--- src/rtl/uivtm.sv ---
// Video timing meter: measures active width/lines, line period and lines per frame
// from a vs/hs/de stream, checks frame-to-frame stability and expected geometry.
module uivtm #(
    parameter int CNT_W       = 12,
    parameter int LOCK_FRAMES = 4,
    parameter bit VS_POL      = 1'b1
) (
    input  logic             vtm_clk_i,
    input  logic             vtm_rstn_i,
    input  logic             vtm_vs_i,
    input  logic             vtm_hs_i,
    input  logic             vtm_de_i,
    input  logic [CNT_W-1:0] exp_hact_i,
    input  logic [CNT_W-1:0] exp_vact_i,
    input  logic             err_clr_i,
    output logic [CNT_W-1:0] h_act_o,
    output logic [CNT_W-1:0] v_act_o,
    output logic [CNT_W-1:0] h_total_o,
    output logic [CNT_W-1:0] v_total_o,
    output logic             frame_done_o,
    output logic             locked_o,
    output logic [3:0]       err_o
);

    localparam logic [CNT_W-1:0] ZERO   = {CNT_W{1'b0}};
    localparam logic [CNT_W-1:0] ONE    = {{(CNT_W-1){1'b0}}, 1'b1};
    localparam logic [CNT_W-1:0] CMAX   = {CNT_W{1'b1}};
    localparam logic [3:0]       LOCK_N = 4'(LOCK_FRAMES);

    typedef enum logic [0:0] {ST_SEEK = 1'b0, ST_MEASURE = 1'b1} state_t;

    function automatic logic [CNT_W-1:0] sat_inc(input logic [CNT_W-1:0] v);
        return (v == CMAX) ? v : v + ONE;
    endfunction

    state_t           r_state, w_state_nxt;
    logic             r_vs, r_hs, r_de;
    logic [CNT_W-1:0] r_hcnt, r_run, r_htot_acc, r_vtot, r_vact, r_width;
    logic             r_wvalid, r_frame_bad, r_have_prev;
    logic [CNT_W-1:0] r_h_act, r_v_act, r_h_total, r_v_total;
    logic             r_frame_done, r_locked;
    logic [3:0]       r_lock_cnt, w_lock_nxt;
    logic [3:0]       r_err, w_err_set;

    logic             w_fs, w_le, w_df;
    logic             w_meas, w_commit;
    logic             w_sat, w_wid_mis, w_frame_bad, w_f2f_mis, w_exp_mis;
    logic [CNT_W-1:0] w_hcnt_nxt, w_run_nxt, w_width_fin, w_vact_fin;

    assign w_fs = (vtm_vs_i == VS_POL) && (r_vs != VS_POL);
    assign w_le = vtm_hs_i && !r_hs;
    assign w_df = r_de && !vtm_de_i;

    assign h_act_o      = r_h_act;
    assign v_act_o      = r_v_act;
    assign h_total_o    = r_h_total;
    assign v_total_o    = r_v_total;
    assign frame_done_o = r_frame_done;
    assign locked_o     = r_locked;
    assign err_o        = r_err;

    // Next-state logic: wait for the first frame start, then measure forever.
    always_comb begin
        w_state_nxt = r_state;
        w_meas      = (r_state == ST_MEASURE);
        w_commit    = 1'b0;
        case (r_state)
            ST_SEEK: begin
                if (w_fs) w_state_nxt = ST_MEASURE;
                else      w_state_nxt = ST_SEEK;
            end
            ST_MEASURE: begin
                w_state_nxt = ST_MEASURE;
                w_commit    = w_fs;
            end
            default: w_state_nxt = ST_SEEK;
        endcase
    end

    // Frame-end values include a DF in the FS cycle; an LE in that cycle belongs to the new frame.
    always_comb begin
        w_hcnt_nxt  = w_le ? ONE : sat_inc(r_hcnt);
        w_run_nxt   = vtm_de_i ? sat_inc(r_run) : ZERO;
        w_sat       = w_meas && ((!w_le && (r_hcnt == CMAX)) ||
                                 (vtm_de_i && (r_run == CMAX)) ||
                                 (w_df && (r_vact == CMAX)) ||
                                 (w_le && !w_fs && (r_vtot == CMAX)));
        w_wid_mis   = w_meas && w_df && r_wvalid && (r_run != r_width);
        w_width_fin = (w_df && !r_wvalid) ? r_run : r_width;
        w_vact_fin  = w_df ? sat_inc(r_vact) : r_vact;
        w_frame_bad = r_frame_bad || w_wid_mis || w_sat;
        w_f2f_mis   = (w_width_fin != r_h_act) || (w_vact_fin != r_v_act) ||
                      (r_htot_acc != r_h_total) || (r_vtot != r_v_total);
        w_exp_mis   = (w_width_fin != exp_hact_i) || (w_vact_fin != exp_vact_i);
        w_err_set   = {w_commit && w_exp_mis,
                       w_commit && r_have_prev && w_f2f_mis,
                       w_sat,
                       w_wid_mis};
        if (r_have_prev && !w_f2f_mis && !w_frame_bad) begin
            w_lock_nxt = (r_lock_cnt == LOCK_N) ? r_lock_cnt : r_lock_cnt + 4'd1;
        end else begin
            w_lock_nxt = 4'd0;
        end
    end

    // Input history for edge detection and FSM state.
    always_ff @(posedge vtm_clk_i or negedge vtm_rstn_i) begin
        if (!vtm_rstn_i) begin
            r_vs    <= 1'b0;
            r_hs    <= 1'b0;
            r_de    <= 1'b0;
            r_state <= ST_SEEK;
        end else begin
            r_vs    <= vtm_vs_i;
            r_hs    <= vtm_hs_i;
            r_de    <= vtm_de_i;
            r_state <= w_state_nxt;
        end
    end

    // Line clock counter and DE run length; both span frame boundaries.
    always_ff @(posedge vtm_clk_i or negedge vtm_rstn_i) begin
        if (!vtm_rstn_i) begin
            r_hcnt <= ZERO;
            r_run  <= ZERO;
        end else begin
            r_hcnt <= w_hcnt_nxt;
            r_run  <= w_run_nxt;
        end
    end

    // Per-frame accumulators, restarted on every frame start.
    always_ff @(posedge vtm_clk_i or negedge vtm_rstn_i) begin
        if (!vtm_rstn_i) begin
            r_htot_acc  <= ZERO;
            r_vtot      <= ZERO;
            r_vact      <= ZERO;
            r_width     <= ZERO;
            r_wvalid    <= 1'b0;
            r_frame_bad <= 1'b0;
        end else if (w_fs) begin
            r_htot_acc  <= w_le ? r_hcnt : ZERO;
            r_vtot      <= w_le ? ONE : ZERO;
            r_vact      <= ZERO;
            r_width     <= ZERO;
            r_wvalid    <= 1'b0;
            r_frame_bad <= 1'b0;
        end else if (w_meas) begin
            if (w_le) begin
                r_htot_acc <= r_hcnt;
                r_vtot     <= sat_inc(r_vtot);
            end
            if (w_df && !r_wvalid) begin
                r_width  <= r_run;
                r_wvalid <= 1'b1;
            end
            r_vact      <= w_vact_fin;
            r_frame_bad <= w_frame_bad;
        end
    end

    // Commit of measurements, frame pulse and lock tracking.
    always_ff @(posedge vtm_clk_i or negedge vtm_rstn_i) begin
        if (!vtm_rstn_i) begin
            r_h_act      <= ZERO;
            r_v_act      <= ZERO;
            r_h_total    <= ZERO;
            r_v_total    <= ZERO;
            r_frame_done <= 1'b0;
            r_have_prev  <= 1'b0;
            r_lock_cnt   <= 4'd0;
            r_locked     <= 1'b0;
        end else begin
            r_frame_done <= w_commit;
            if (w_commit) begin
                r_h_act     <= w_width_fin;
                r_v_act     <= w_vact_fin;
                r_h_total   <= r_htot_acc;
                r_v_total   <= r_vtot;
                r_have_prev <= 1'b1;
                r_lock_cnt  <= w_lock_nxt;
                r_locked    <= (w_lock_nxt == LOCK_N);
            end
        end
    end

    // Sticky error flags; a new event in the clear cycle survives the clear.
    always_ff @(posedge vtm_clk_i or negedge vtm_rstn_i) begin
        if (!vtm_rstn_i) begin
            r_err <= 4'b0000;
        end else begin
            r_err <= (err_clr_i ? 4'b0000 : r_err) | w_err_set;
        end
    end

endmodule

--- config.mk ---
export PLATFORM = sky130hd
export DESIGN_NAME = uivtm
export DESIGN_NICKNAME = d
export VERILOG_FILES = /design/src/rtl/uivtm.sv
export SDC_FILE = /design/constraint.sdc
export NUM_CORES = 1
export LEC_CHECK = 0
export ABC_CLOCK_PERIOD_IN_PS = 2400
export BUFFER_PORTS_ARGS = -buffer_cell sky130_fd_sc_hd__buf_2
export CORE_ASPECT_RATIO = 1.25
export CORE_MARGIN = 4
export CORE_UTILIZATION = 53
export DETAILED_ROUTE_END_ITERATION = 12
export PLACE_DENSITY = 0.88
export SETUP_SLACK_MARGIN = 0.2
export SLEW_MARGIN = 5
export SYNTH_ARGS = -nofsm -noshare
export SYNTH_HDL_FRONTEND = slang
export SYNTH_SLANG_ARGS = --single-unit
--- constraint.sdc ---
create_clock -name vtm_clk_i -period 2.4 [get_ports vtm_clk_i]
set_clock_uncertainty 0.1 [all_clocks]
set_input_delay 0.36 -clock vtm_clk_i [delete_from_list [all_inputs] [get_ports vtm_clk_i]]
set_output_delay 0.36 -clock vtm_clk_i [all_outputs]
set_load 0.02 [all_outputs]
==> results.md <==
* Hold slack at 57.0 ps
* EDFF count, synth at 0
* Initial DRC Count at 605
* Startpoint Class: flop
* Tcrit/Tclk final at 110%
* Seq cells post-synth at 137
* Total negative setup slack at -1260 ps
* Vias/cell at 5.92
* Routability Congestion at ~1
* Mux share of post-synthesis cell area at under 10%
* VDD IR max at 0.599 mV
* Adder and majority cell fraction of the synthesized area at 0.998%
* First-pass GRT wire length at 35.6 mm
* Final Hold Viols at 0
* Critical Path AT at 2880 ps
* Worst EP required at roughly 2600 ps
* CP Capture Type: flop
* Antenna Cells at 0
* Simple-Gate Fraction of Synth Area at 22.3%
* Leading cell type in the layout, fill and taps excluded: nand2_1
* DP Worst Slack at -244 ps
* Initial antenna violation count at 0
* Fin. max-slew vios at 0
* Worst-Skew Late Latency at ~420 ps
* IO Port Bufs at 83
* Htree depth at 4
* Min-delay src: err_clr_i
* DR vias at 6969
* Final min period at 2650 ps
* Synthesized Nets at 853
* Area growth syn-to-layout at 31.2%
* Routed Antenna Nets at 0
* Failing checks: setup timing
* Min-Delay Endpoint: err_o[0]$_DFF_PN0_
* Core area at 0.0139 mm^2
* Post-layout net count at ~1.0k
* Warnings, synthesis at 0
* Worst R2R Setup Slack at -250 ps
* GR Overflow Total at 0
* Status: finished, violations left
* Pleak at 4.72 nW
* Crit-path max FO at 4
* Synthesized area per cell at 9.21 um^2
* Ports at 84
* Layout cell share with drive strength beyond 1 at between 30 and 40%
* CTS tree: done
* Number of max-cap violations at 0
* Final Instance Count excl. Fillers at 1178
* Total power at 0.00639 W
* Rows at 48
* CTS root buf: clkbuf_16
* Kind of critical path: flop to flop
* XOR/XNOR Fraction of Synth Area at 12.4%
* Post-Synthesis Cells at 817
* Pwr Density at 647 mW/mm^2
* Area of the mapped netlist at about 0.0075 mm^2
* Reg clk slew, reported paths at 60 ps
* Worst Reg-to-Reg Cells at 11
* DIE WIDTH at ~110 um
* Slew headroom at 68.5%
* Gr usage total at 28.1%
* R2R Path Start: r_wvalid$_DFFE_PN0P_
* Vias in the first global route at between 7k and 8k
* Height of the die at 141 um
* Max Clock Freq at about 0.38 GHz
* Post-synthesis sequential area ratio at 45.6%
* Share of flip-flops with an asynchronous set or reset at between 90% and 100%
* DRT Pass-1 Iters at 6
* Synth cell types at 74
* Post-DP HPWL at 15.6 mm
* Reg-to-Reg End: r_lock_cnt[2]$_DFFE_PN0P_
* Dpl cells at 1128
* Worst Hold Class: primary input to flop
* DIE AREA at ~0.016 mm^2
* Hold path depth at 2
* Post-route setup slack at -247 ps
* Compound-cell area share of the yosys netlist at between 10% and 20%
* Initial cell density of the core at 54.2%
* Pin count of the biggest net entering global routing at 74
* Top FF cell, synth: dfrtp_1
* Slew @ Worst Pin at 471 ps
* Most frequent cells in the layout: 151 x nand2_1, 127 x dfrtp_1, 111 x buf_4
* CTS max path bufs at 2
* CTS Buf Count at 17
* Final setup vio count at 7
* Drt drc at 0
* RSZ-0062 raised after global routing: yes
* CTS Sinks at roughly 140
* Post-Route WL at roughly 23 mm
* WL/cell at 19.5 um
* Largest family of logic cells by synthesized area: simple AND/OR/NAND/NOR gates
worst max path at each step:
stage | start | to | slack (ps) | cells past startpoint
floorplan | r_vact[1]$_DFFE_PN0P_ | err_o[2]$_DFF_PN0_ | 30 | 9
global placement | vtm_de_i | r_lock_cnt[2]$_DFFE_PN0P_ | -190 | 9
detailed placement | vtm_de_i | err_o[2]$_DFF_PN0_ | -240 | 9
CTS | r_vact[0]$_DFFE_PN0P_ | err_o[2]$_DFF_PN0_ | -120 | 9
global route | r_wvalid$_DFFE_PN0P_ | r_lock_cnt[2]$_DFFE_PN0P_ | -360 | 10
finish | r_wvalid$_DFFE_PN0P_ | r_lock_cnt[2]$_DFFE_PN0P_ | -250 | 11
worst max-delay path, cell delays in order, from the launching register on:
cell	delay, ps
dfrtp_1	400
buf_4	150
buf_6	110
nor3b_4	300
buf_4	170
nor3b_2	40
a2111oi_4	230
o2111ai_2	220
nor4_4	320
buf_4	170
nand4_4	120
a211oi_2	210
kinds of logic after synthesis:
group / Yosys count
and+or+nand+nor: 345
AOI/OAI and AO/OA: 138
DFF: 137
xor gates and xnor gates: 106
buffers and inverters: 68
muxes: 17
adders and majority gates: 6
layout make-up:
class / count / area [um^2]
multi-input cells: 612 / 4160
fillers: 964 / 4000
flip-flops and latches: 137 / 3440
repair buffers: 205 / 1410
clock buffers: 24 / 502
well taps: 175 / 219
inverters: 18 / 67.6
clock inverters: 7 / 66.3
what timing repair did:
action	4_1_cts	5_1_grt
resized for setup	29	39
hold buffers	3	0
setup buffers	4	12
endpoints found under the hold margin	43	0
pin swaps	18	23
setup endpoints to repair	11	20
layer usage:
| metal | global-route usage [%] | share of wire (%) | up-vias |
|---|---|---|---|
| met5 | 0 | 0 | - |
| met4 | 13.9 | 5.3 | 0 |
| met3 | 6.05 | 5.6 | 101 |
| met2 | 49.0 | 52 | 313 |
| met1 | 32.1 | 37 | 3366 |
| li1 | - | - | 3189 |
synth_stat cells, types with 2 or more instances:
cell type | count | area [um^2]
o31ai_1 | 5 | 37.5
xnor2_1 | 69 | 604
xor2_1 | 36 | 315
and2_1 | 4 | 25.0
nand3_1 | 30 | 150
mux2i_1 | 15 | 150
nand4b_1 | 2 | 17.5
buf_4 | 2 | 15.0
a211oi_1 | 5 | 37.5
a21oi_1 | 37 | 185
a31oi_1 | 13 | 81.3
or3_1 | 4 | 25.0
ha_1 | 6 | 75.1
and3_1 | 5 | 31.3
nor3_1 | 9 | 45.0
a21boi_0 | 2 | 15.0
and4_1 | 9 | 78.8
or4_1 | 2 | 15.0
o21ai_0 | 32 | 160
a22oi_1 | 2 | 15.0
a21o_1 | 2 | 15.0
o22ai_1 | 4 | 25.0
nor2_1 | 54 | 203
o2111ai_1 | 3 | 26.3
clkbuf_1 | 37 | 139
nor3b_1 | 3 | 22.5
nor2b_1 | 8 | 50.1
dfrtp_1 | 137 | 3430
nand2b_1 | 9 | 56.3
inv_1 | 18 | 67.6
nand4_1 | 25 | 156
nand4_2 | 2 | 25.0
buf_1 | 3 | 11.3
a22o_1 | 12 | 105
nor4_1 | 15 | 93.8
buf_2 | 6 | 30.0
nand2_1 | 152 | 571
a41oi_1 | 2 | 17.5
power by group:
group	total (W)	leakage, nW	internal [W]	switching (W)
combinational	0.00122	2.60	0.000556	0.000667
clock	0.00251	0.282	0.00155	0.000963
sequential	0.00265	1.84	0.00246	0.000191
metrics by stage:
step           utilization [%]  area, um^2
2_1_floorplan                -        7560
6_report                  71.1        9870
5_1_grt                   71.1        9870
3_3_place_gp              63.4        8800
4_1_cts                   69.0        9580
3_5_place_dp              63.4        8800
registers in the layout, summed over array words and instances, names as in the netlist, 12 cells and up:
register,cells
h_act_o,12
h_total_o,12
r_hcnt,12
r_htot_acc,12
r_run,12
r_vact,12
r_vtot,12
r_width,12
v_act_o,12
v_total_o,12
No activity file was read; power rests on OpenSTA's default activity.
